`src/rtl/vga_pkg.sv`:
```
// vga_pkg: shared VGA raster constants and the sprite FSM state type.
//   H_ACTIVE/V_ACTIVE  visible raster size; anything at or beyond is clipped
//   CNT_W              width of the hcount/vcount raster counters
//   DATA_W             pixel width (RRGGBB)
//   sprite_state_t     per-sprite raster walker states
package vga_pkg;
    localparam int H_ACTIVE = 640;
    localparam int V_ACTIVE = 480;
    localparam int CNT_W    = 10;
    localparam int DATA_W   = 6;
    typedef enum logic [1:0] {IDLE, LINE_WAIT, RUN, DONE} sprite_state_t;
endpackage

```
`src/rtl/sprite_anim_ctr.sv`:
```
// sprite_anim_ctr: divides frame_tick by ANIM_DIV and steps the animation frame.
//   clk, reset      pixel clock, synchronous active-high reset
//   frame_tick_i    1-clk pulse per video frame
//   anim_en_i       1 = count frame ticks, 0 = hold the current frame
//   frame_idx_o     current animation frame, wraps FRAMES-1 -> 0
//   frame_base_o    ROM offset of the current frame (frame_idx * FRM_SZ), kept
//                   as a running sum so no multiplier is needed
module sprite_anim_ctr #(
    parameter int FRAMES   = 3,
    parameter int ANIM_DIV = 8,
    parameter int FRM_SZ   = 1840,
    parameter int FI_W     = 2,
    parameter int ADDR_W   = 13
) (
    input  logic              clk,
    input  logic              reset,
    input  logic              frame_tick_i,
    input  logic              anim_en_i,
    output logic [FI_W-1:0]   frame_idx_o,
    output logic [ADDR_W-1:0] frame_base_o
);
    localparam int DIV_W = $clog2(ANIM_DIV + 1);
    logic [DIV_W-1:0]  div_q;
    logic [FI_W-1:0]   idx_q;
    logic [ADDR_W-1:0] base_q;
    logic              count, step, wrap;
    assign count = frame_tick_i && anim_en_i;
    assign step  = count && div_q == DIV_W'(ANIM_DIV - 1);
    assign wrap  = idx_q == FI_W'(FRAMES - 1);
    always_ff @(posedge clk) begin
        if (reset) begin
            div_q  <= '0;
            idx_q  <= '0;
            base_q <= '0;
        end else begin
            if (count)
                div_q <= step ? '0 : div_q + DIV_W'(1);
            if (step) begin
                idx_q  <= wrap ? '0 : idx_q + FI_W'(1);
                base_q <= wrap ? '0 : base_q + ADDR_W'(FRM_SZ);
            end
        end
    end
    assign frame_idx_o  = idx_q;
    assign frame_base_o = base_q;
endmodule

```
`src/rtl/sprite_drawer.sv`:
```
// sprite_drawer: animated sprite renderer; walks a multi-frame sprite ROM against
// the raster and emits a registered pixel plus draw qualifier.
//   clk, reset            pixel clock, synchronous active-high reset
//   hcount, vcount        raster position
//   frame_tick            start of vertical blanking; latches x/y/enable/flip
//   x_pos, y_pos          sprite origin (used from the next frame_tick)
//   enable, flip_h        per-frame draw enable and horizontal mirror
//   anim_en               advance animation frames
//   rom_addr / rom_data   synchronous sprite ROM, 1-clk read latency
//   pixel, draw           output pixel and its qualifier, 2 clks behind hcount
//   frame_idx             current animation frame
module sprite_drawer #(
    parameter int SPR_W    = 46,
    parameter int SPR_H    = 40,
    parameter int FRAMES   = 3,
    parameter int DATA_W   = vga_pkg::DATA_W,
    parameter logic [DATA_W-1:0] TRANSP = '0,
    parameter int H_ACTIVE = vga_pkg::H_ACTIVE,
    parameter int V_ACTIVE = vga_pkg::V_ACTIVE,
    parameter int ANIM_DIV = 8,
    localparam int ADDR_W  = $clog2(SPR_W * SPR_H * FRAMES),
    localparam int FI_W    = FRAMES > 1 ? $clog2(FRAMES) : 1
) (
    input  logic                      clk,
    input  logic                      reset,
    input  logic [vga_pkg::CNT_W-1:0] hcount,
    input  logic [vga_pkg::CNT_W-1:0] vcount,
    input  logic                      frame_tick,
    input  logic [vga_pkg::CNT_W-1:0] x_pos,
    input  logic [vga_pkg::CNT_W-1:0] y_pos,
    input  logic                      enable,
    input  logic                      flip_h,
    input  logic                      anim_en,
    output logic [ADDR_W-1:0]         rom_addr,
    input  logic [DATA_W-1:0]         rom_data,
    output logic [DATA_W-1:0]         pixel,
    output logic                      draw,
    output logic [FI_W-1:0]           frame_idx
);
    import vga_pkg::*;
    localparam int COL_W = $clog2(SPR_W + 1);
    localparam int ROW_W = $clog2(SPR_H + 1);
    sprite_state_t     state_q;
    logic [CNT_W-1:0]  x_lat_q, y_lat_q;
    logic              en_lat_q, flip_lat_q;
    logic [COL_W-1:0]  col_q, col_eff;
    logic [ROW_W-1:0]  row_q;
    logic [ADDR_W-1:0] base_q, frame_base, rom_addr_q, addr_d;
    logic              run1_q, run2_q, vis1_q, vis2_q, draw_q;
    logic [DATA_W-1:0] pixel_q;
    logic              emit, last_col, last_row, opaque;
    sprite_anim_ctr #(
        .FRAMES  (FRAMES),
        .ANIM_DIV(ANIM_DIV),
        .FRM_SZ  (SPR_W * SPR_H),
        .FI_W    (FI_W),
        .ADDR_W  (ADDR_W)
    ) u_anim (
        .clk         (clk),
        .reset       (reset),
        .frame_tick_i(frame_tick),
        .anim_en_i   (anim_en),
        .frame_idx_o (frame_idx),
        .frame_base_o(frame_base)
    );
    // The first column is emitted from LINE_WAIT on the edge where hcount reaches
    // the origin, so rom_addr for column h is registered at the hcount==h edge.
    assign emit     = !frame_tick && ((state_q == LINE_WAIT && hcount == x_lat_q) || state_q == RUN);
    assign col_eff  = state_q == RUN ? col_q : '0;
    assign last_col = col_eff == COL_W'(SPR_W - 1);
    assign last_row = row_q == ROW_W'(SPR_H - 1);
    assign addr_d   = base_q + ADDR_W'(flip_lat_q ? COL_W'(SPR_W - 1) - col_eff : col_eff);
    // run/vis flags travel two stages so they line up with rom_data.
    assign opaque   = run2_q && vis2_q && rom_data != TRANSP;
    always_ff @(posedge clk) begin
        if (reset) begin
            state_q    <= IDLE;
            x_lat_q    <= '0;
            y_lat_q    <= '0;
            en_lat_q   <= 1'b0;
            flip_lat_q <= 1'b0;
            col_q      <= '0;
            row_q      <= '0;
            base_q     <= '0;
            rom_addr_q <= '0;
            run1_q     <= 1'b0;
            run2_q     <= 1'b0;
            vis1_q     <= 1'b0;
            vis2_q     <= 1'b0;
            draw_q     <= 1'b0;
            pixel_q    <= '0;
        end else begin
            run1_q <= emit;
            vis1_q <= hcount < CNT_W'(H_ACTIVE) && vcount < CNT_W'(V_ACTIVE);
            run2_q <= run1_q;
            vis2_q <= vis1_q;
            draw_q <= opaque;
            if (opaque)
                pixel_q <= rom_data;
            if (emit)
                rom_addr_q <= addr_d;
            if (frame_tick) begin
                x_lat_q    <= x_pos;
                y_lat_q    <= y_pos;
                en_lat_q   <= enable;
                flip_lat_q <= flip_h;
                state_q    <= IDLE;
                row_q      <= '0;
                col_q      <= '0;
            end else if (state_q == IDLE) begin
                // Base is rebuilt here so a new animation frame never tears mid-sprite.
                if (vcount == y_lat_q && en_lat_q) begin
                    state_q <= LINE_WAIT;
                    base_q  <= frame_base;
                    row_q   <= '0;
                    col_q   <= '0;
                end
            end else if (emit) begin
                if (last_col) begin
                    col_q   <= '0;
                    state_q <= last_row ? DONE : LINE_WAIT;
                    row_q   <= row_q + ROW_W'(1);
                    base_q  <= base_q + ADDR_W'(SPR_W);
                end else begin
                    col_q   <= col_eff + COL_W'(1);
                    state_q <= RUN;
                end
            end
        end
    end
    assign rom_addr = rom_addr_q;
    assign pixel    = pixel_q;
    assign draw     = draw_q;
endmodule

```
`config.mk`:
```
export PLATFORM = sky130hd
export DESIGN_NAME = sprite_drawer
export DESIGN_NICKNAME = d
export VERILOG_FILES = /design/src/rtl/vga_pkg.sv /design/src/rtl/sprite_anim_ctr.sv /design/src/rtl/sprite_drawer.sv
export SDC_FILE = /design/constraint.sdc
export NUM_CORES = 1
export LEC_CHECK = 0
export CAP_MARGIN = 30
export CORE_ASPECT_RATIO = 1.1
export CORE_MARGIN = 2
export CORE_UTILIZATION = 54
export CTS_BUF_LIST = sky130_fd_sc_hd__clkbuf_16
export CTS_CLUSTER_DIAMETER = 60
export DETAILED_ROUTE_END_ITERATION = 8
export PLACE_DENSITY_LB_ADDON = 0.1
export SETUP_SLACK_MARGIN = 0.5
export SLEW_MARGIN = 20
export SYNTH_ARGS = -nofsm -noshare
export SYNTH_HDL_FRONTEND = slang
export SYNTH_SLANG_ARGS = --single-unit
```
`constraint.sdc`:
```
create_clock -name clk -period 4.02 [get_ports clk]
set_clock_uncertainty 0.15 [all_clocks]
set_input_delay 0.603 -clock clk [delete_from_list [all_inputs] [get_ports clk]]
set_output_delay 0.603 -clock clk [all_outputs]
set_load 0.01 [all_outputs]
```
Yosys cells after proc, flatten, opt, wreduce, memory -nomap -nowiden
Index checks and enable logic that the tools add are counted.
{ "word_totals": {"in_bits": 52, "register_bits": 92} }
{ "op_classes": {"n_reduce_logical": 18, "n_eq_ne": 9, "bitwise_logic": 1, "n_lt_le_gt_ge": 2, "mux": 21, "add_sub_neg": 8} }
{ "ops": {"columns": ["operator", "n"], "rows": [
  ["2-to-1 mux 13 bit", 6],
  ["2-to-1 mux 6 bit", 8],
  ["equality test 10 bit", 2],
  ["adder 13 x 11 -> 13 bit (second input constant)", 1],
  ["adder 13 bit", 1],
  ["adder 13 x 6 -> 13 bit (second input constant)", 1],
  ["adder 6 x 1 -> 6 bit (second input constant)", 2],
  ["equality test 6 bit (second input constant)", 2],
  ["2-to-1 mux 2 bit", 6],
  ["less-than comparator 10 bit (second input constant)", 1],
  ["less-than comparator 10 x 9 -> 1 bit (second input constant)", 1],
  ["logical AND 1 bit", 8],
  ["subtractor 6 x 6 -> 7 bit (first input constant)", 1],
  ["nonzero test 6 bit", 1],
  ["adder 4 x 1 -> 4 bit (second input constant)", 1],
  ["equality test 2 bit (second input constant)", 2],
  ["equality test 4 x 3 -> 1 bit (second input constant)", 1],
  ["2-to-1 mux 4 bit", 1],
  ["AND reduction 4 bit", 1],
  ["nonzero test 2 bit", 2],
  ["AND reduction 3 bit", 1],
  ["adder 2 x 1 -> 2 bit (second input constant)", 1],
  ["equality test 2 x 1 -> 1 bit (second input constant)", 1],
  ["logical NOT 2 bit", 1],
  ["6 further kinds", 6]
]} }

Logic depth before layout (Yosys ltp)
Gate-level depths: netlist of the first run.
{ "logic_depth": {"depth_word": 6, "depth_mapped": 14, "ltp_nobuf": 12} }

Hierarchy
From an unflattened synthesis of the first run, not the netlist that was laid out.
{ "unflattened": {"cells_unflattened": 587, "area_unflattened_um2": 4792.1} }
{ "by_module_without_submodules": {"columns": ["mod", "area_each_um2", "seq_area_each_um2", "instances", "cells_per_inst"], "rows": [
  ["sprite_drawer", 3993.8, 1461.4, 1, 495],
  ["sprite_anim_ctr", 798.3, 300.3, 1, 92]
]} }

Worst setup path after synthesis of the first run
Ideal clock, no wire load.
{ "synth_timing": {"path_type": "register -> register", "from": "reg state_q[0]", "to": "reg rom_addr_q[9] (netlist: rom_addr[9])", "arrival_ns": 2.864, "setup_time_ns": 0.070, "slack_ns": 0.936, "t_required_ns": 3.800, "n_path_buf": 1, "synth_period_minus_slack_ns": 3.084, "path_stages_with_launch": 11, "path_cell_list": "dfxtp_1 buf_4 nand2b_1 nor3_2 o2111a_1 ha_1 a21o_1 a21oi_1 mux2_2 or4_1 a21oi_1"} }
{ "synth_between": {"elab_chain_cells": 5} }
{ "synth_rtl": {"columns": ["element", "line", "text"], "rows": [
  ["start, declared", "sprite_drawer.sv:43", "sprite_state_t state_q;"],
  ["start signal, assigned", "sprite_drawer.sv:121", "state_q <= last_row ? DONE : LINE_WAIT;"],
  ["equality test 2 bit", "sprite_drawer.sv:68, sprite_drawer.sv:69", null],
  ["2-to-1 mux 6 bit", "sprite_drawer.sv:69", "assign col_eff = state_q == RUN ? col_q : '0;"],
  ["subtractor 6 x 6 -> 7 bit", "sprite_drawer.sv:72", "assign addr_d = base_q + ADDR_W'(flip_lat_q ? COL_W'(SPR_W - 1) - col_eff : col_eff);"],
  ["2-to-1 mux 13 bit", "sprite_drawer.sv:72", null],
  ["adder 13 bit", "sprite_drawer.sv:72", null],
  ["end signal, assigned", "sprite_drawer.sv:101", "rom_addr_q <= addr_d;"],
  ["end, declared", "sprite_drawer.sv:48", "logic [ADDR_W-1:0] base_q, frame_base, rom_addr_q, addr_d;"]
]} }
Parallel ways exist; a longest one is shown, timed or not.
A chain may end at the register's enable or synchronous reset.

Worst setup path in the final report of the first run
Ends and elaborated chain as after synthesis.

==> report_table.html, run 1 <==
<table>
<tr><th>Metric</th><th>Value</th></tr>
<tr><th colspan="2">Worst setup path</th></tr>
<tr><td>Crit Reg-Reg Endpoint</td><td>rom_addr[9]</td></tr>
<tr><td>Largest fanout on the critical path</td><td>11</td></tr>
<tr><td>CP Data Required Time</td><td>4.13 ns</td></tr>
<tr><td>Crit path arrival time</td><td>3.46 ns</td></tr>
<tr><td>Worst setup EP type</td><td>flop</td></tr>
<tr><td>CP endpoint</td><td>rom_addr[9]</td></tr>
<tr><td>Critical path cell sequence</td><td>nand2b_2 -&gt; nor3_4 -&gt; o2111a_2 -&gt; ha_2 -&gt; a21o_1 -&gt; a21oi_2 -&gt; mux2_2 -&gt; or4_1 -&gt; a21oi_1</td></tr>
<tr><td>Slowest cell on the critical path</td><td>sky130_fd_sc_hd__or4_1</td></tr>
<tr><td>Startpoint of the most critical setup path</td><td>state_q[0]</td></tr>
<tr><td>Critical path buffer and inverter count</td><td>0</td></tr>
<tr><td>Worst Reg2Reg Path Length in Cells</td><td>9</td></tr>
<tr><td>CP Class</td><td>flop to flop</td></tr>
<tr><td>Instance count on the critical path</td><td>9</td></tr>
<tr><td>Origin of the critical flop-to-flop path</td><td>state_q[0]</td></tr>
<tr><td>Worst path top cell family by delay</td><td>simple AND/OR/NAND/NOR gates</td></tr>
<tr><td>Critical Path Max Stage Delay</td><td>0.50 ns</td></tr>
<tr><td>Critical Path Start Type</td><td>flop</td></tr>
<tr><td>Flop2flop setup slack</td><td>0.67 ns</td></tr>
<tr><th colspan="2">Placed design</th></tr>
<tr><td># port buffers</td><td>73</td></tr>
<tr><td>Post-Place Cell Area</td><td>5498 µm²</td></tr>
<tr><td>HPWL after DPL</td><td>7579 µm</td></tr>
<tr><td>Weighted congestion at the end of routability-driven global placement</td><td>0.8433</td></tr>
<tr><th colspan="2">STA</th></tr>
<tr><td>Final critical path time including I/O delays and setup</td><td>3.353 ns</td></tr>
<tr><td>Hold Vio Cnt, Final</td><td>0</td></tr>
<tr><td>Final TNS setup</td><td>0 ns</td></tr>
<tr><td>Unrepaired setup endpoints after global routing</td><td>false</td></tr>
<tr><td>Headroom to the max-slew limit</td><td>54.09%</td></tr>
<tr><td>Number of endpoints failing setup at the final stage</td><td>0</td></tr>
<tr><td>Ratio of final minimum period to clock period</td><td>83.40%</td></tr>
<tr><td>WHS</td><td>0.3029 ns</td></tr>
<tr><td>Max Fclk</td><td>298.3 MHz</td></tr>
<tr><td>Transition time at the pin with the least slew margin</td><td>0.6886 ns</td></tr>
<tr><td>Number of pins exceeding their max-slew limit in the final report</td><td>0</td></tr>
<tr><th colspan="2">Detailed routing</th></tr>
<tr><td>Drt first-iter violations</td><td>195</td></tr>
<tr><td>Average wire length per cell after detail routing</td><td>13.98 µm</td></tr>
<tr><td>Vias after detailed routing</td><td>4188</td></tr>
<tr><td>Via-per-instance ratio</td><td>5.621</td></tr>
<tr><td>Overall routed net length</td><td>10420 µm</td></tr>
<tr><td>1st-pass router iterations</td><td>4</td></tr>
<tr><td>Remaining routing DRC violations</td><td>0</td></tr>
<tr><td>ANT nets after route</td><td>0</td></tr>
<tr><th colspan="2">Yosys</th></tr>
<tr><td>Mux share of post-synthesis cell area</td><td>5.967%</td></tr>
<tr><td>Cell variety after synth</td><td>66</td></tr>
<tr><td>Simple-gate share of the synthesized area</td><td>25.32%</td></tr>
<tr><td>Adder and majority cell fraction of the synthesized area</td><td>4.243%</td></tr>
<tr><td>Count of flip-flops with a built-in enable after synthesis</td><td>0</td></tr>
<tr><td>Per-instance average area after synthesis</td><td>8.292 µm²</td></tr>
<tr><td>Dominant combinational cell family by area after synthesis</td><td>simple AND/OR/NAND/NOR gates</td></tr>
<tr><td>Xor/xnor cell area share of the yosys netlist</td><td>7.425%</td></tr>
<tr><td>Post-synthesis compound-gate area fraction</td><td>16.57%</td></tr>
<tr><td>Yosys warnings</td><td>0</td></tr>
<tr><td>Library cell occupying the most area in the post-synthesis netlist</td><td>sky130_fd_sc_hd__dfxtp_1</td></tr>
<tr><td>Commonest register cell after synthesis</td><td>sky130_fd_sc_hd__dfxtp_1</td></tr>
<tr><td>Mapped Area</td><td>4718 µm²</td></tr>
<tr><td>Post-synthesis sequential area ratio</td><td>36.91%</td></tr>
<tr><td>Flops &amp; latches, synth</td><td>87</td></tr>
<tr><td>Cell count after synthesis</td><td>569</td></tr>
<tr><td>Async set-reset flop share out of synthesis</td><td>0%</td></tr>
<tr><td>Synthesized Nets</td><td>637</td></tr>
<tr><td>Biggest area contributors in the synthesized netlist</td><td>sky130_fd_sc_hd__dfxtp_1 37%, sky130_fd_sc_hd__nor2_1 6.3%, sky130_fd_sc_hd__a21oi_1 6.0%, sky130_fd_sc_hd__mux2i_1 5.7%, sky130_fd_sc_hd__xnor2_1 5.4%</td></tr>
<tr><td>Area share of the largest cell type after synthesis</td><td>36.91%</td></tr>
<tr><th colspan="2">Min path</th></tr>
<tr><td>HP Class</td><td>flop to flop</td></tr>
<tr><th colspan="2">Cells and area</th></tr>
<tr><td>Total Nets Final</td><td>697</td></tr>
<tr><td>Fillcell total</td><td>704</td></tr>
<tr><td>Share of cells above drive strength 1</td><td>6.625%</td></tr>
<tr><td>Most common library cell in the layout ignoring fill and taps</td><td>sky130_fd_sc_hd__dfxtp_1</td></tr>
<tr><td>Leading cell types in the layout, fill and taps excluded</td><td>86 x sky130_fd_sc_hd__dfxtp_1, 79 x sky130_fd_sc_hd__nor2_1, 72 x sky130_fd_sc_hd__clkdlybuf4s50_1</td></tr>
<tr><td>Area growth, synth to finish</td><td>23.07%</td></tr>
<tr><td>Total non-filler cell area in the finished layout</td><td>5807 µm²</td></tr>
<tr><td>Share of the core filled with cells</td><td>68.70%</td></tr>
<tr><td>Ant diodes</td><td>0</td></tr>
<tr><th colspan="2">Clock network</th></tr>
<tr><td>Clk root buf</td><td>sky130_fd_sc_hd__clkbuf_16</td></tr>
<tr><td>Clock slew seen by the registers of the worst setup and hold paths</td><td>0.06 ns</td></tr>
<tr><td>Inserted Clock Buffers</td><td>9</td></tr>
<tr><td>Clock tree from TritonCTS</td><td>built</td></tr>
<tr><td>H-tree levels</td><td>3</td></tr>
<tr><td>Skew-Pair Late Insertion Delay</td><td>0.33 ns</td></tr>
<tr><td>Total clock sinks</td><td>87</td></tr>
<tr><td>Clk buf depth</td><td>2</td></tr>
<tr><th colspan="2">Flow run</th></tr>
<tr><td>Maximum Capacitance Violations</td><td>0</td></tr>
<tr><th colspan="2">Floorplan</th></tr>
<tr><td>Initial Utilization</td><td>55.83%</td></tr>
<tr><td>Die width</td><td>93.13 µm</td></tr>
<tr><td>Cell Rows</td><td>35</td></tr>
<tr><td>Die span in y</td><td>102.0 µm</td></tr>
<tr><td>CORE AREA</td><td>8452 µm²</td></tr>
<tr><td>Die area</td><td>9502 µm²</td></tr>
<tr><td>I/O Pins</td><td>74</td></tr>
<tr><th colspan="2">Global route</th></tr>
<tr><td>Total routing usage reported by global routing</td><td>22.39%</td></tr>
<tr><td>Maximum number of pins on one net before global-route repair</td><td>39</td></tr>
<tr><td>Initial antenna violation count</td><td>0</td></tr>
<tr><td>First-pass GRT wire length</td><td>17510 µm</td></tr>
<tr><td>Overflow left after global routing</td><td>0</td></tr>
<tr><td>Via count of the first global-routing pass</td><td>3943</td></tr>
<tr><th colspan="2">Pwr</th></tr>
<tr><td>Leakage power</td><td>2.192 nW</td></tr>
<tr><td>Power per unit of standard cell area</td><td>316.6 nW/µm²</td></tr>
<tr><td>Maximum vdd drop</td><td>0.2397 mV</td></tr>
<tr><th colspan="2">Status</th></tr>
<tr><td>Result of the run</td><td>finished, final reports clean</td></tr>
</table>
-- power breakdown --
part	switching (mW)	internal, mW	leakage [nW]	total [mW]
combinational	0.0578	0.0811	1.34	0.139
clock	0.334	0.477	0.144	0.811
sequential	0.0116	0.877	0.706	0.889
-- cell families after synthesis --
family	count (synthesis)
DFF	87
and+or+nand+nor	231
buffers and inverters	39
AOI/OAI and AO/OA	127
muxes	28
adders and majority gates	16
other	1
xor gates and xnor gates	40
-- routing by layer --
| layer | GRT usage [%] | share of wire, % |
|---|---|---|
| met3 | 4.867 | 4.9 |
| met2 | 38.74 | 48 |
| met5 | 0 | 0 |
| met4 | 7.579 | 1.5 |
| met1 | 27.87 | 46 |
-- worst min path at each step --
| stage | start | end | cells after the start |
|---|---|---|---|
| 2_1_floorplan | run1_q | run2_q | 1 |
| 3_3_place_gp | run1_q | run2_q | 1 |
| 3_5_place_dp | pixel[2] | pixel[2] | 2 |
| 4_1_cts | pixel[2] | pixel[2] | 2 |
| 5_1_grt | run1_q | run2_q | 1 |
| 6_report | pixel[2] | pixel[2] | 2 |
-- stage by stage --
| stage | setup WS (ns) | instances | total power [mW] |
|---|---|---|---|
| 5_1_grt | 0.5533 | 745 | 1.902 |
| 4_1_cts | 0.5300 | 745 | 1.854 |
| 6_report | 0.6675 | 745 | 1.838 |
| 2_1_floorplan | 0.9357 | 569 | 0.9787 |
| 3_3_place_gp | 0.5583 | 729 | 1.045 |
| 3_5_place_dp | 0.3612 | 729 | 1.048 |
-- flip-flops by register name, indices dropped and copies added, names as in the netlist, 2 cells and up --
register	flops
y_lat_q	10
u_anim.frame_idx_o	2
col_q	6
base_q	12
pixel	6
state_q	2
rom_addr	13
x_lat_q	10
row_q	6
u_anim.frame_base_o	9
u_anim.div_q	4
-- Yosys cell counts, drive strengths merged (4+ instances only) --
cell type	number
nor2b	8
nand2	45
o21ai	22
and2	4
inv	9
ha	16
nand2b	8
xor2	11
nor3	16
clkbuf	17
or3	9
nand3	14
dfxtp	87
a31oi	11
or2	7
a21oi	57
o32ai	5
a21o	4
xnor2	29
nor3b	4
mux2i	27
nand4	10
buf	13
nand3b	7
nor2	81
-- final cells by class --
| class | count | area [µm²] | share of cell area (%) |
|---|---|---|---|
| inverters | 9 | 33.78 | 0.5818 |
| well taps | 111 | 138.9 | 2.392 |
| repair buffers | 79 | 770.7 | 13.27 |
| clock buffers | 9 | 225.2 | 3.878 |
| clock inverters | 7 | 66.31 | 1.142 |
| flip-flops and latches | 87 | 1743 | 30.02 |
| multi-input cells | 443 | 2829 | 48.72 |
-- worst register-to-register path: stages (launching register included) --
cell	delay [ns]
sky130_fd_sc_hd__dfxtp_1	0.39
sky130_fd_sc_hd__nand2b_2	0.28
sky130_fd_sc_hd__nor3_4	0.29
sky130_fd_sc_hd__o2111a_2	0.33
sky130_fd_sc_hd__ha_2	0.38
sky130_fd_sc_hd__a21o_1	0.22
sky130_fd_sc_hd__a21oi_2	0.21
sky130_fd_sc_hd__mux2_2	0.36
sky130_fd_sc_hd__or4_1	0.50
sky130_fd_sc_hd__a21oi_1	0.17
-- timing repair --
action | in CTS | in global routing
hold endpoints to repair | 0 | 0
endpoints found under the setup margin | 1 | 1
cloned | 0 | 0
hold buffers | 0 | 0
gates resized for setup | 2 | 4
buffers inserted | 0 | 0
Note: power is estimated with default switching activity, not from simulation.
==> inputs of run 2 (changes only) <==
- CORE_UTILIZATION: 54 -> 49
- clock period: 4.02 -> 2.8 ns (I/O delays scaled with it)
==> report_table.html, run 2 (synthesis gave the netlist of run 1 again) <==
<table>
<tr><th>Metric</th><th>Value</th></tr>
<tr><th colspan="2">Status</th></tr>
<tr><td>Result of the run</td><td>finished, final reports clean</td></tr>
<tr><th colspan="2">Detailed routing</th></tr>
<tr><td>Vias after detailed routing</td><td>4479 (+6.9%)</td></tr>
<tr><td>Average wire length per cell after detail routing</td><td>14.16 µm (+1.2%)</td></tr>
<tr><td>Drt first-iter violations</td><td>182 (-6.7%)</td></tr>
<tr><td>Overall routed net length</td><td>11500 µm (+10%)</td></tr>
<tr><td>Topmost layer with routed signal wires</td><td>met4</td></tr>
<tr><td>Metal3 WL</td><td>332 µm (-35%)</td></tr>
<tr><td>Via-per-instance ratio</td><td>5.516 (-1.9%)</td></tr>
<tr><td>Remaining routing DRC violations</td><td>0 (unchanged)</td></tr>
<tr><td>ANT nets after route</td><td>0 (unchanged)</td></tr>
<tr><td>Metal2 WL</td><td>5764 µm (+15%)</td></tr>
<tr><td>1st-pass router iterations</td><td>5 (+1)</td></tr>
<tr><td>Routed metal-1 wirelength</td><td>5170 µm (+8.8%)</td></tr>
<tr><th colspan="2">Global route</th></tr>
<tr><td>Initial antenna violation count</td><td>0 (unchanged)</td></tr>
<tr><td>Maximum number of pins on one net before global-route repair</td><td>73 (+87%)</td></tr>
<tr><td>First-pass GRT wire length</td><td>18840 µm (+7.6%)</td></tr>
<tr><td>Total routing usage reported by global routing</td><td>21.77% (-0.62 points)</td></tr>
<tr><td>Via count of the first global-routing pass</td><td>4317 (+9.5%)</td></tr>
<tr><td>Overflow left after global routing</td><td>0 (unchanged)</td></tr>
<tr><th colspan="2">Worst setup path</th></tr>
<tr><td>Critical Path Most Common Cell</td><td>sky130_fd_sc_hd__a21oi_2</td></tr>
<tr><td>Flop2flop setup slack</td><td>0.07 ns (-0.60 ns)</td></tr>
<tr><td>Critical path cell sequence</td><td>nand2b_4 -&gt; nor3_4 -&gt; buf_4 -&gt; buf_6 -&gt; nor2b_4 -&gt; a21oi_2 -&gt; a311oi_2 -&gt; ha_4 -&gt; nor3_1 -&gt; a32o_1 -&gt; a41o_1 -&gt; or4_4 -&gt; a21oi_2</td></tr>
<tr><td>Worst Reg2Reg Path Length in Cells</td><td>13 (+4)</td></tr>
<tr><td>Crit path arrival time</td><td>2.85 ns (-0.61 ns)</td></tr>
<tr><td>CP Class</td><td>flop to flop</td></tr>
<tr><td>Slowest cell on the critical path</td><td>sky130_fd_sc_hd__or4_4</td></tr>
<tr><td>CP Data Required Time</td><td>2.92 ns (-1.21 ns)</td></tr>
<tr><td>Critical Path Start Type</td><td>flop</td></tr>
<tr><td>Crit Reg-Reg Endpoint</td><td>rom_addr[9]</td></tr>
<tr><td>Critical Path Max Stage Delay</td><td>0.44 ns (-0.06 ns)</td></tr>
<tr><td>Largest fanout on the critical path</td><td>6 (-5)</td></tr>
<tr><td>Worst setup EP type</td><td>flop</td></tr>
<tr><td>Origin of the critical flop-to-flop path</td><td>state_q[0]</td></tr>
<tr><th colspan="2">Placed design</th></tr>
<tr><td># port buffers</td><td>73 (unchanged)</td></tr>
<tr><td>Weighted congestion at the end of routability-driven global placement</td><td>0.8561 (+1.5%)</td></tr>
<tr><td>HPWL after DPL</td><td>7846 µm (+3.5%)</td></tr>
<tr><td>Worst slack at placement</td><td>-0.05329 ns (-0.4145 ns)</td></tr>
<tr><td>Post-Place Cell Area</td><td>5838 µm² (+6.2%)</td></tr>
<tr><th colspan="2">Cells and area</th></tr>
<tr><td>Ant diodes</td><td>0 (unchanged)</td></tr>
<tr><td>Total non-filler cell area in the finished layout</td><td>6610 µm² (+14%)</td></tr>
<tr><td>Area growth, synth to finish</td><td>40.10%</td></tr>
<tr><td>Most common library cell in the layout ignoring fill and taps</td><td>sky130_fd_sc_hd__dfxtp_1</td></tr>
<tr><td>Total Nets Final</td><td>759 (+8.9%)</td></tr>
<tr><td>Number of flip-flops under the largest register name</td><td>13 (unchanged)</td></tr>
<tr><td>Leading cell types in the layout, fill and taps excluded</td><td>82 x sky130_fd_sc_hd__dfxtp_1, 79 x sky130_fd_sc_hd__nor2_1, 61 x sky130_fd_sc_hd__clkdlybuf4s50_1</td></tr>
<tr><td>Share of cells above drive strength 1</td><td>20.29% (+14 points)</td></tr>
<tr><td>Fillcell total</td><td>768 (+9.1%)</td></tr>
<tr><th colspan="2">Clock network</th></tr>
<tr><td>Post-CTS Hold Buffers</td><td>0 (unchanged)</td></tr>
<tr><td>Clock tree from TritonCTS</td><td>built</td></tr>
<tr><td>Skew-Pair Late Insertion Delay</td><td>0.34 ns (about the same)</td></tr>
<tr><td>H-tree levels</td><td>3 (unchanged)</td></tr>
<tr><td>Clk root buf</td><td>sky130_fd_sc_hd__clkbuf_16</td></tr>
<tr><td>Clk buf depth</td><td>2 (unchanged)</td></tr>
<tr><td>Inserted Clock Buffers</td><td>9 (unchanged)</td></tr>
<tr><td>Total clock sinks</td><td>87 (unchanged)</td></tr>
<tr><td>Clock slew seen by the registers of the worst setup and hold paths</td><td>0.06 ns (about the same)</td></tr>
<tr><th colspan="2">Floorplan</th></tr>
<tr><td>I/O Pins</td><td>74 (unchanged)</td></tr>
<tr><td>Cell Rows</td><td>37 (+5.7%)</td></tr>
<tr><td>Die area</td><td>10430 µm² (+9.8%)</td></tr>
<tr><td>CORE AREA</td><td>9351 µm² (+11%)</td></tr>
<tr><td>Initial Utilization</td><td>50.45% (-5.4 points)</td></tr>
<tr><td>Die width</td><td>97.56 µm (+4.8%)</td></tr>
<tr><td>Die span in y</td><td>106.9 µm (+4.8%)</td></tr>
<tr><th colspan="2">STA</th></tr>
<tr><td>Number of pins exceeding their max-slew limit in the final report</td><td>0 (unchanged)</td></tr>
<tr><td>Hold Vio Cnt, Final</td><td>0 (unchanged)</td></tr>
<tr><td>Transition time at the pin with the least slew margin</td><td>0.7609 ns (+0.07234 ns)</td></tr>
<tr><td>Headroom to the max-slew limit</td><td>49.27% (-4.8 points)</td></tr>
<tr><td>Max Fclk</td><td>366.1 MHz (+23%)</td></tr>
<tr><td>PnR worst setup slack</td><td>0.06823 ns (-0.5993 ns)</td></tr>
<tr><td>Ratio of final minimum period to clock period</td><td>97.56% (+14 points)</td></tr>
<tr><td>Final critical path time including I/O delays and setup</td><td>2.732 ns (-0.6207 ns)</td></tr>
<tr><td>Number of endpoints failing setup at the final stage</td><td>0 (unchanged)</td></tr>
<tr><td>Final TNS setup</td><td>0 ns (unchanged)</td></tr>
<tr><td>Unrepaired setup endpoints after global routing</td><td>true</td></tr>
<tr><th colspan="2">Min path</th></tr>
<tr><td>Worst Hold Path Cells</td><td>2 (unchanged)</td></tr>
<tr><td>Min-Delay Endpoint</td><td>vis1_q</td></tr>
<tr><td>Hold wc startpoint</td><td>vcount[9]</td></tr>
<tr><td>HP Class</td><td>primary input to flop</td></tr>
<tr><th colspan="2">Pwr</th></tr>
<tr><td>Leakage power</td><td>2.697 nW (+23%)</td></tr>
<tr><td>Power per unit of standard cell area</td><td>385.3 nW/µm² (+22%)</td></tr>
<tr><td>Maximum vdd drop</td><td>0.2798 mV (+17%)</td></tr>
<tr><th colspan="2">Flow run</th></tr>
<tr><td>Maximum Capacitance Violations</td><td>0 (unchanged)</td></tr>
</table>
==> run 2: how the worst max path moves through the flow <==
stage	startpoint	to	slack (ns)	cells past startpoint
floorplan	state_q[0]	rom_addr[9]	-0.02	10
global placement	state_q[1]	rom_addr[9]	0.01	9
detailed placement	state_q[1]	rom_addr[9]	-0.05	9
CTS	state_q[0]	rom_addr[9]	0.05	9
global route	col_q[1]	rom_addr[9]	-0.009	12
finish	state_q[0]	rom_addr[9]	0.07	13
==> run 2: layout make-up <==
cell class	instances	area [µm²]	area share (%)
sequential	87	1750	26.48
timing repair buffer	141	1306	19.76
clock inverter	6	30.03	0.4543
tap	117	146.4	2.215
clock buffer	9	225.2	3.407
multi-input combinational	443	3118	47.17
inverter	9	33.78	0.5111
==> run 2: routing by layer <==
layer / track usage [%] / vias to the layer above
li1: - / 2277
met1: 26.76 / 2110
met2: 37.54 / 78
met3: 3.977 / 14
met4: 9.226 / 0
met5: 0 / -
==> run 2: timing repair <==
action / CTS / global route
gates resized for setup: 24 / 48
setup endpoints to repair: 11 / 21
pin swaps: 14 / 38
setup buffers: 9 / 22
==> run 2: where the power goes <==
part / internal [mW] / total (mW) / switching [mW]
Combinational: 0.123 / 0.212 / 0.0890
Clock: 0.584 / 1.06 / 0.475
Sequential: 1.26 / 1.28 / 0.0172
==> run 2: worst max-delay path, delay by kind of cell, from the launching register on <==
kind / cells / cell delay (ns)
flip-flops: 1 / 0.35
adder cells (fa/ha/maj): 1 / 0.23
AND/OR/NAND/NOR: 5 / 0.83
buffers and inverters: 2 / 0.25
AO/OA/AOI/OAI: 5 / 0.84
==> run 2: metrics by stage <==
stage | cells | utilization (%) | power, mW | hold WS, ns
after floorplan | 569 | - | 1.407 | 0.2638
after CTS | 790 | 67.05 | 2.563 | 0.2933
after global placement | 765 | 62.38 | 1.505 | 0.2734
after global routing | 812 | 70.69 | 2.640 | 0.1894
after detailed placement | 766 | 62.43 | 1.509 | 0.2788
final | 812 | 70.69 | 2.547 | 0.1833
